`src/rtl/adder_pkg.sv`:
```
// -----------------------------------------------------------------------------
// adder_pkg
//   Shared elaboration helpers for the pipelined adder slice.
//   - seg_width : carry-chain segment width handled by one pipeline stage
//   - cfg_ok    : legality of a WIDTH/STAGES pair (both >= 1, WIDTH divisible
//                 by STAGES); used by an elaboration-time check in the top
// -----------------------------------------------------------------------------
package adder_pkg;

    function automatic int seg_width(input int width, input int stages);
        return width / stages;
    endfunction

    function automatic bit cfg_ok(input int width, input int stages);
        return (width >= 1) && (stages >= 1) && ((width % stages) == 0);
    endfunction

endpackage

```
`src/rtl/adder_segment.sv`:
```
// -----------------------------------------------------------------------------
// adder_segment
//   One SEG-bit combinational full-adder slice of the carry chain.
//   Ports:
//     a, b  [SEG-1:0]  operand bits of this segment
//     cin              carry into the segment
//     sum   [SEG-1:0]  segment sum bits
//     cout             carry out of the segment MSB
// -----------------------------------------------------------------------------
module adder_segment
    import adder_pkg::*;
#(
    parameter int SEG = 4
) (
    input  logic [SEG-1:0] a,
    input  logic [SEG-1:0] b,
    input  logic           cin,
    output logic [SEG-1:0] sum,
    output logic           cout
);

    // One extra bit holds the carry out of the segment.
    logic [SEG:0] total;

    assign total = {1'b0, a} + {1'b0, b} + {{SEG{1'b0}}, cin};
    assign sum   = total[SEG-1:0];
    assign cout  = total[SEG];

endmodule

```
`src/rtl/pipelined_adder.sv`:
```
// -----------------------------------------------------------------------------
// pipelined_adder
//   WIDTH-bit unsigned adder with carry-in/carry-out whose carry chain is cut
//   into STAGES registered segments of SEG = WIDTH/STAGES bits. Each stage
//   adds one segment and passes the remaining operand bits plus its carry to
//   the next stage. Valid/ready handshake on both sides; empty stages always
//   accept, so gaps in the input stream collapse. Latency STAGES cycles,
//   throughput one beat per cycle.
//
//   Ports:
//     clk        clock, rising edge
//     reset      asynchronous, active-low reset
//     in_valid   operand beat valid
//     in_ready   block accepts a beat this cycle (combinational from out_ready)
//     in_a/in_b  [WIDTH-1:0] unsigned operands
//     in_cin     carry-in
//     out_valid  result beat valid
//     out_ready  consumer accepts the result
//     out_sum    [WIDTH-1:0] sum
//     out_cout   carry-out of the MSB
//
//   Optional build macro PIPELINED_ADDER_SATURATE_EN: when defined, a final
//   carry of 1 forces out_sum to all ones (out_cout stays 1). The clamp sits
//   after the last stage register, so latency is unchanged.
// -----------------------------------------------------------------------------
module pipelined_adder
    import adder_pkg::*;
#(
    parameter int WIDTH  = 8,
    parameter int STAGES = 2
) (
    input  logic             clk,
    input  logic             reset,
    input  logic             in_valid,
    output logic             in_ready,
    input  logic [WIDTH-1:0] in_a,
    input  logic [WIDTH-1:0] in_b,
    input  logic             in_cin,
    output logic             out_valid,
    input  logic             out_ready,
    output logic [WIDTH-1:0] out_sum,
    output logic             out_cout
);

    localparam int SEG = seg_width(WIDTH, STAGES);

    if (!cfg_ok(WIDTH, STAGES)) begin : g_cfg_check
        $error("pipelined_adder: WIDTH must be >= 1 and divisible by STAGES >= 1");
    end

    // Per-stage payload. sum fills from the top: each stage shifts the
    // previous partial sum down by SEG and inserts its segment at the MSBs,
    // so after STAGES stages the sum is aligned. a_hi/b_hi are shifted the
    // same way so the next segment's operands are always at bits [SEG-1:0].
    typedef struct packed {
        logic [WIDTH-1:0] sum;
        logic [WIDTH-1:0] a_hi;
        logic [WIDTH-1:0] b_hi;
        logic             carry;
    } stage_t;

    logic [STAGES-1:0] valid_reg;
    stage_t            stage_reg  [STAGES];
    stage_t            stage_next [STAGES];
    logic [STAGES:0]   ready;

    // Ready ripples backwards from the consumer; a stage can take a beat if
    // it is empty or its own content is leaving this cycle.
    always_comb begin
        ready         = '0;
        ready[STAGES] = out_ready;
        for (int k = STAGES - 1; k >= 0; k--) begin
            ready[k] = !valid_reg[k] || ready[k+1];
        end
    end

    assign in_ready = ready[0];

    for (genvar gi = 0; gi < STAGES; gi++) begin : g_stage
        logic             up_valid;
        logic [WIDTH-1:0] up_sum;
        logic [WIDTH-1:0] up_a;
        logic [WIDTH-1:0] up_b;
        logic             up_carry;
        logic [SEG-1:0]   seg_sum;
        logic             seg_cout;
        logic [WIDTH+SEG-1:0] sum_cat;

        if (gi == 0) begin : g_first
            assign up_valid = in_valid;
            assign up_sum   = '0;
            assign up_a     = in_a;
            assign up_b     = in_b;
            assign up_carry = in_cin;
        end else begin : g_rest
            assign up_valid = valid_reg[gi-1];
            assign up_sum   = stage_reg[gi-1].sum;
            assign up_a     = stage_reg[gi-1].a_hi;
            assign up_b     = stage_reg[gi-1].b_hi;
            assign up_carry = stage_reg[gi-1].carry;
        end

        adder_segment #(.SEG(SEG)) u_segment (
            .a    (up_a[SEG-1:0]),
            .b    (up_b[SEG-1:0]),
            .cin  (up_carry),
            .sum  (seg_sum),
            .cout (seg_cout)
        );

        assign sum_cat = {seg_sum, up_sum};

        assign stage_next[gi] = '{
            sum:   sum_cat[WIDTH+SEG-1:SEG],
            a_hi:  up_a >> SEG,
            b_hi:  up_b >> SEG,
            carry: seg_cout
        };

        always_ff @(posedge clk or negedge reset) begin
            if (!reset) begin
                valid_reg[gi] <= 1'b0;
                stage_reg[gi] <= '0;
            end else if (ready[gi]) begin
                valid_reg[gi] <= up_valid;
                // Data only moves with a real beat so idle stages stay quiet.
                if (up_valid) begin
                    stage_reg[gi] <= stage_next[gi];
                end
            end
        end
    end

    assign out_valid = valid_reg[STAGES-1];
    assign out_cout  = stage_reg[STAGES-1].carry;

`ifdef PIPELINED_ADDER_SATURATE_EN
    assign out_sum = stage_reg[STAGES-1].carry ? {WIDTH{1'b1}} : stage_reg[STAGES-1].sum;
`else
    assign out_sum = stage_reg[STAGES-1].sum;
`endif

endmodule

```
`config.mk`:
```
export PLATFORM = sky130hd
export DESIGN_NAME = pipelined_adder
export DESIGN_NICKNAME = d
export VERILOG_FILES = /design/src/rtl/adder_pkg.sv /design/src/rtl/adder_segment.sv /design/src/rtl/pipelined_adder.sv
export SDC_FILE = /design/constraint.sdc
export NUM_CORES = 1
export LEC_CHECK = 0
export ABC_AREA = 1
export BUFFER_PORTS_ARGS = -buffer_cell sky130_fd_sc_hd__buf_2
export CORE_MARGIN = 5
export CORE_UTILIZATION = 35
export CTS_BUF_LIST = sky130_fd_sc_hd__clkbuf_2 sky130_fd_sc_hd__clkbuf_4 sky130_fd_sc_hd__clkbuf_8
export DETAILED_ROUTE_END_ITERATION = 12
export PLACE_DENSITY = 0.65
export SLEW_MARGIN = 20
export SYNTH_ARGS = -nofsm -noshare
export SYNTH_HDL_FRONTEND = slang
export SYNTH_SLANG_ARGS = --single-unit
```
`constraint.sdc`:
```
create_clock -name clk -period 4.65 [get_ports clk]
set_input_delay 0.93 -clock clk [delete_from_list [all_inputs] [get_ports clk]]
set_output_delay 0.93 -clock clk [all_outputs]
set_load 0.05 [all_outputs]
```
-- Word-level counts from Yosys, hierarchy flattened
Index checks and enable logic that the tools add are counted.
Widths: inputs -> output; s select.
- memory bits (read-only): 0
- memories kept: 0
- register bits: 24
- output and inout port bits: 11
- RAM bits: 0
- bits in latches: 0
- shift operators: 0
- add/sub/neg operators: 4
- bitwise logic cells: 0
- $mul: 0
- eq/ne operators: 0
- reductions and logical operators: 6
- div/mod/pow operators: 0
- order comparisons: 0
- mux-type cells: 0
- operator list (operator ; count):
    $add 4x4->5 ; 2
    $add 5x1->5 ; 2
    $reduce_and 2->1 ; 2
    $logic_not 1->1 ; 2
    $logic_or 1x1->1 ; 2

-- Depth between registers and ports, before layout
- depth after elaboration: 4
- mapped depth: 7
- gate-level depth less buffers: 7

-- Modules after synthesis
Synthesis repeated with hierarchy kept, for this count alone.
- cells, all modules: 152
- area total of the unflattened synthesis: 1323.8 um^2
- modules (own cells, without submodules) (module ; area each (um^2) ; cells each ; instances):
    pipelined_adder ; 993.5 ; 102 ; 1
    adder_segment ; 165.2 ; 25 ; 2

-- Least setup slack after synthesis
Ideal clock, no wire load.
- path kind: input to output
- from: input out_ready
- to: output in_ready
- data arrival time: 1271 ps
- setup slack: 2449 ps
- required time: 3720 ps
- cell stages on the path: 2
- cells stage by stage: inv_1 -> nand3_2
- longest elaborated chain between the ends: 2
- ends and longest elaborated chain (what ; line ; text):
    from (decl) ; pipelined_adder.sv:40 ; input logic out_ready,
    $logic_or 1x1->1 (2 in series) ; pipelined_adder.sv:73 ; ready[k] = !valid_reg[k] || ready[k+1];
    to (decl) ; pipelined_adder.sv:35 ; output logic in_ready,
No other way between the ends.

-- Worst setup path in the final report
Ends and elaborated chain as after synthesis.

==> results.cfg <==
[floorplan]
core_mm2 = 0.00334
die_h_um = 68.9
io_pins = 32
start_util_pct = 36.4
die_x_um = 68.9
die-area_mm2 = 0.00475
rows = 21

[worst_setup_path]
crit_path_start_kind = input port
worst-endpoint-arrival_ns = 1.43
criticalPathCategory = in2out
cp_data_required_time_ns = 3.72
critPathMaxFanout = 3
critPathCaptureType = output pin

[layout]
nets = 200
syn2layout_area_growth_pct = 16.9
layout_commonest_cell = nand2_1
final_cell_mix = nand2_1 (64), buf_2 (31), dfrtp_1 (24)
final_cell_area_mm2 = 0.00142
antennaDiodeCount = 0
n_fill_cell = 347
drive_above_1_share_pct = 24.0

[synth]
synth_nets = 167
synth-simple-area-share_pct = 25.3
synthMuxAreaShare_pct = 0
synth_cell_types = 17
ys_warn_count = 0
postSynthCellCount = 136
synth_seq_cells = 24
syn_area_per_cell_um2 = 8.92
synth_fa_ha_area_share_pct = 12.8
ys_seq_area_share_pct = 49.5
syn_area_mm2 = 0.00121
synth-xor-area-share_pct = 1.44
synth_compound_area_share_pct = 4.85
synth_top_family_by_area = simple AND/OR/NAND/NOR gates

[timing]
slew-limit-headroom_pct = 66.4
finalCritPeriodShare_pct = 50.8
final-hold-violation-count = 0
worst_pin_slew_ns = 0.504
final-setup-viol-count = 0
fin_crit_ns = 2.36
skew_ns = 0.00114
drv_slew = 0
totalNegativeSetupSlack_ns = 0
grt_setup_unrepaired = false
max_freq_mhz = 423
post-route-worst-setup-slack_ns = 2.29

[global_route]
top_usage_layer = met2
grt_max_degree = 25
grt_usage_pct = 9.72
grt_pass1_wl_mm = 3.37
met1_usage_pct = 11.4
antenna_found_initial = 0
gr-usage-met3_pct = 2.76
grtUsageMet2_pct = 15.4
grt_overflow = 0
grt_pass1_vias = 798

[placement]
gp_congestion = 0.739
io_buffers = 31
dp_hpwl_mm = 1.71
postPlaceCellArea_mm2 = 0.00140
pre_cts_slack_ns = 2.28

[clock_network]
ctsHtreeMaxLevel = 1
path_clk_slew_ns = 0.11
cts_tree = built
postCtsSetupBuffers = 0
cts-buffers-inserted = 3
cts_hold_buf = 0
clockBufferDepth = 2
clock_sinks = 24
clk_latency_ns = 0.30
cts_resized = 0
root_buffer = clkbuf_4

[power_and_ir_drop]
ir_drop_uv = 111
leakage_nw = 0.797
powerDensity_mw_per_mm2 = 474
total_power_w = 0.000673

[detailed_routing]
drt_iter0_markers = 51
first_pass_iters = 4
antenna_left = 0
vias = 930
routed_wirelength_mm = 2.14
wire_per_inst_um = 10.1
vias_per_cell = 4.37
drc = 0

[hold_path]
hold_path_class = reg2reg

[flow_run]
cap_violations = 0

[status]
status = finished clean
[synth_stat cells]
| master | n | area share [%] |
|---|---|---|
| a21oi_1 | 3 | 1.2 |
| buf_4 | 1 | 0.62 |
| buf_6 | 2 | 1.9 |
| dfrtp_1 | 24 | 49 |
| fa_1 | 4 | 6.6 |
| ha_1 | 6 | 6.2 |
| inv_1 | 11 | 3.4 |
| inv_2 | 1 | 0.31 |
| nand2_1 | 64 | 20 |
| nand2_4 | 1 | 0.93 |
| nand3_1 | 5 | 2.1 |
| nand3_2 | 2 | 1.6 |
| nor2_1 | 1 | 0.31 |
| o21ai_0 | 7 | 2.9 |
| o21ai_2 | 1 | 0.72 |
| or2_2 | 1 | 0.52 |
| xor2_1 | 2 | 1.4 |
[layer usage]
metal,vias to the layer above,part of all wire (%)
li1,486,-
met5,-,0
met4,0,2.3
met1,416,45
met2,24,44
met3,4,8.9
[power breakdown]
group	leakage [nW]	total (W)	internal (W)	switching [W]
sequential	0.294	0.000290	0.000262	0.0000281
clock	0.0138	0.0000848	0.0000302	0.0000546
combinational	0.489	0.000298	0.0000788	0.000219
total	0.797	0.000673	0.000371	0.000302
[through the flow]
stage	instances	hold WS (ns)	utilization [%]
final	213	0.485	42.5
after detailed placement	210	0.460	41.8
after floorplan	136	0.442	-
after global routing	213	0.522	42.5
after global placement	210	0.461	41.8
after CTS	213	0.491	42.5
[cells by family after synthesis]
logic type,after synthesis
XOR/XNOR,2
flip-flops,24
AO/OA/AOI/OAI,11
adder cells (fa/ha/maj),10
buffers and inverters,15
AND/OR/NAND/NOR,74
[final timing paths]
path,start,end,slack [ns],cells past startpoint
worst max-delay path,out_ready,in_ready,2.29,4
worst min-delay path,out_sum[4],out_sum[4],0.48,2
worst max register to register,g_stage[1].up_carry,out_sum[5],3.06,4
worst min register to register,out_sum[4],out_sum[4],0.48,2
max in group asynchronous,reset,g_stage[1].up_carry,3.74,1
min in group asynchronous,reset,out_sum[6],0.58,1
[sequential cells by signal, indices dropped and copies added, names as in the netlist]
name,flops
g_stage.up_valid,1
g_stage.up_a,4
out_valid,1
g_stage.up_b,4
g_stage.up_carry,1
g_stage.up_sum,4
out_sum,8
out_cout,1
[layout make-up]
class	count	area [um^2]	share of cell area, %
timing repair buffer	31	155	10.9
sequential	24	601	42.3
tap	46	57.6	4.06
inverter	12	45.0	3.17
multi-input combinational	97	538	37.9
clock buffer	3	22.5	1.59
[critical path, cell delays in order]
cell and delay [ns]:
buf_2 0.09, inv_1 0.07, nand3_2 0.10, buf_2 0.23
No activity file was read; power rests on OpenSTA's default activity.
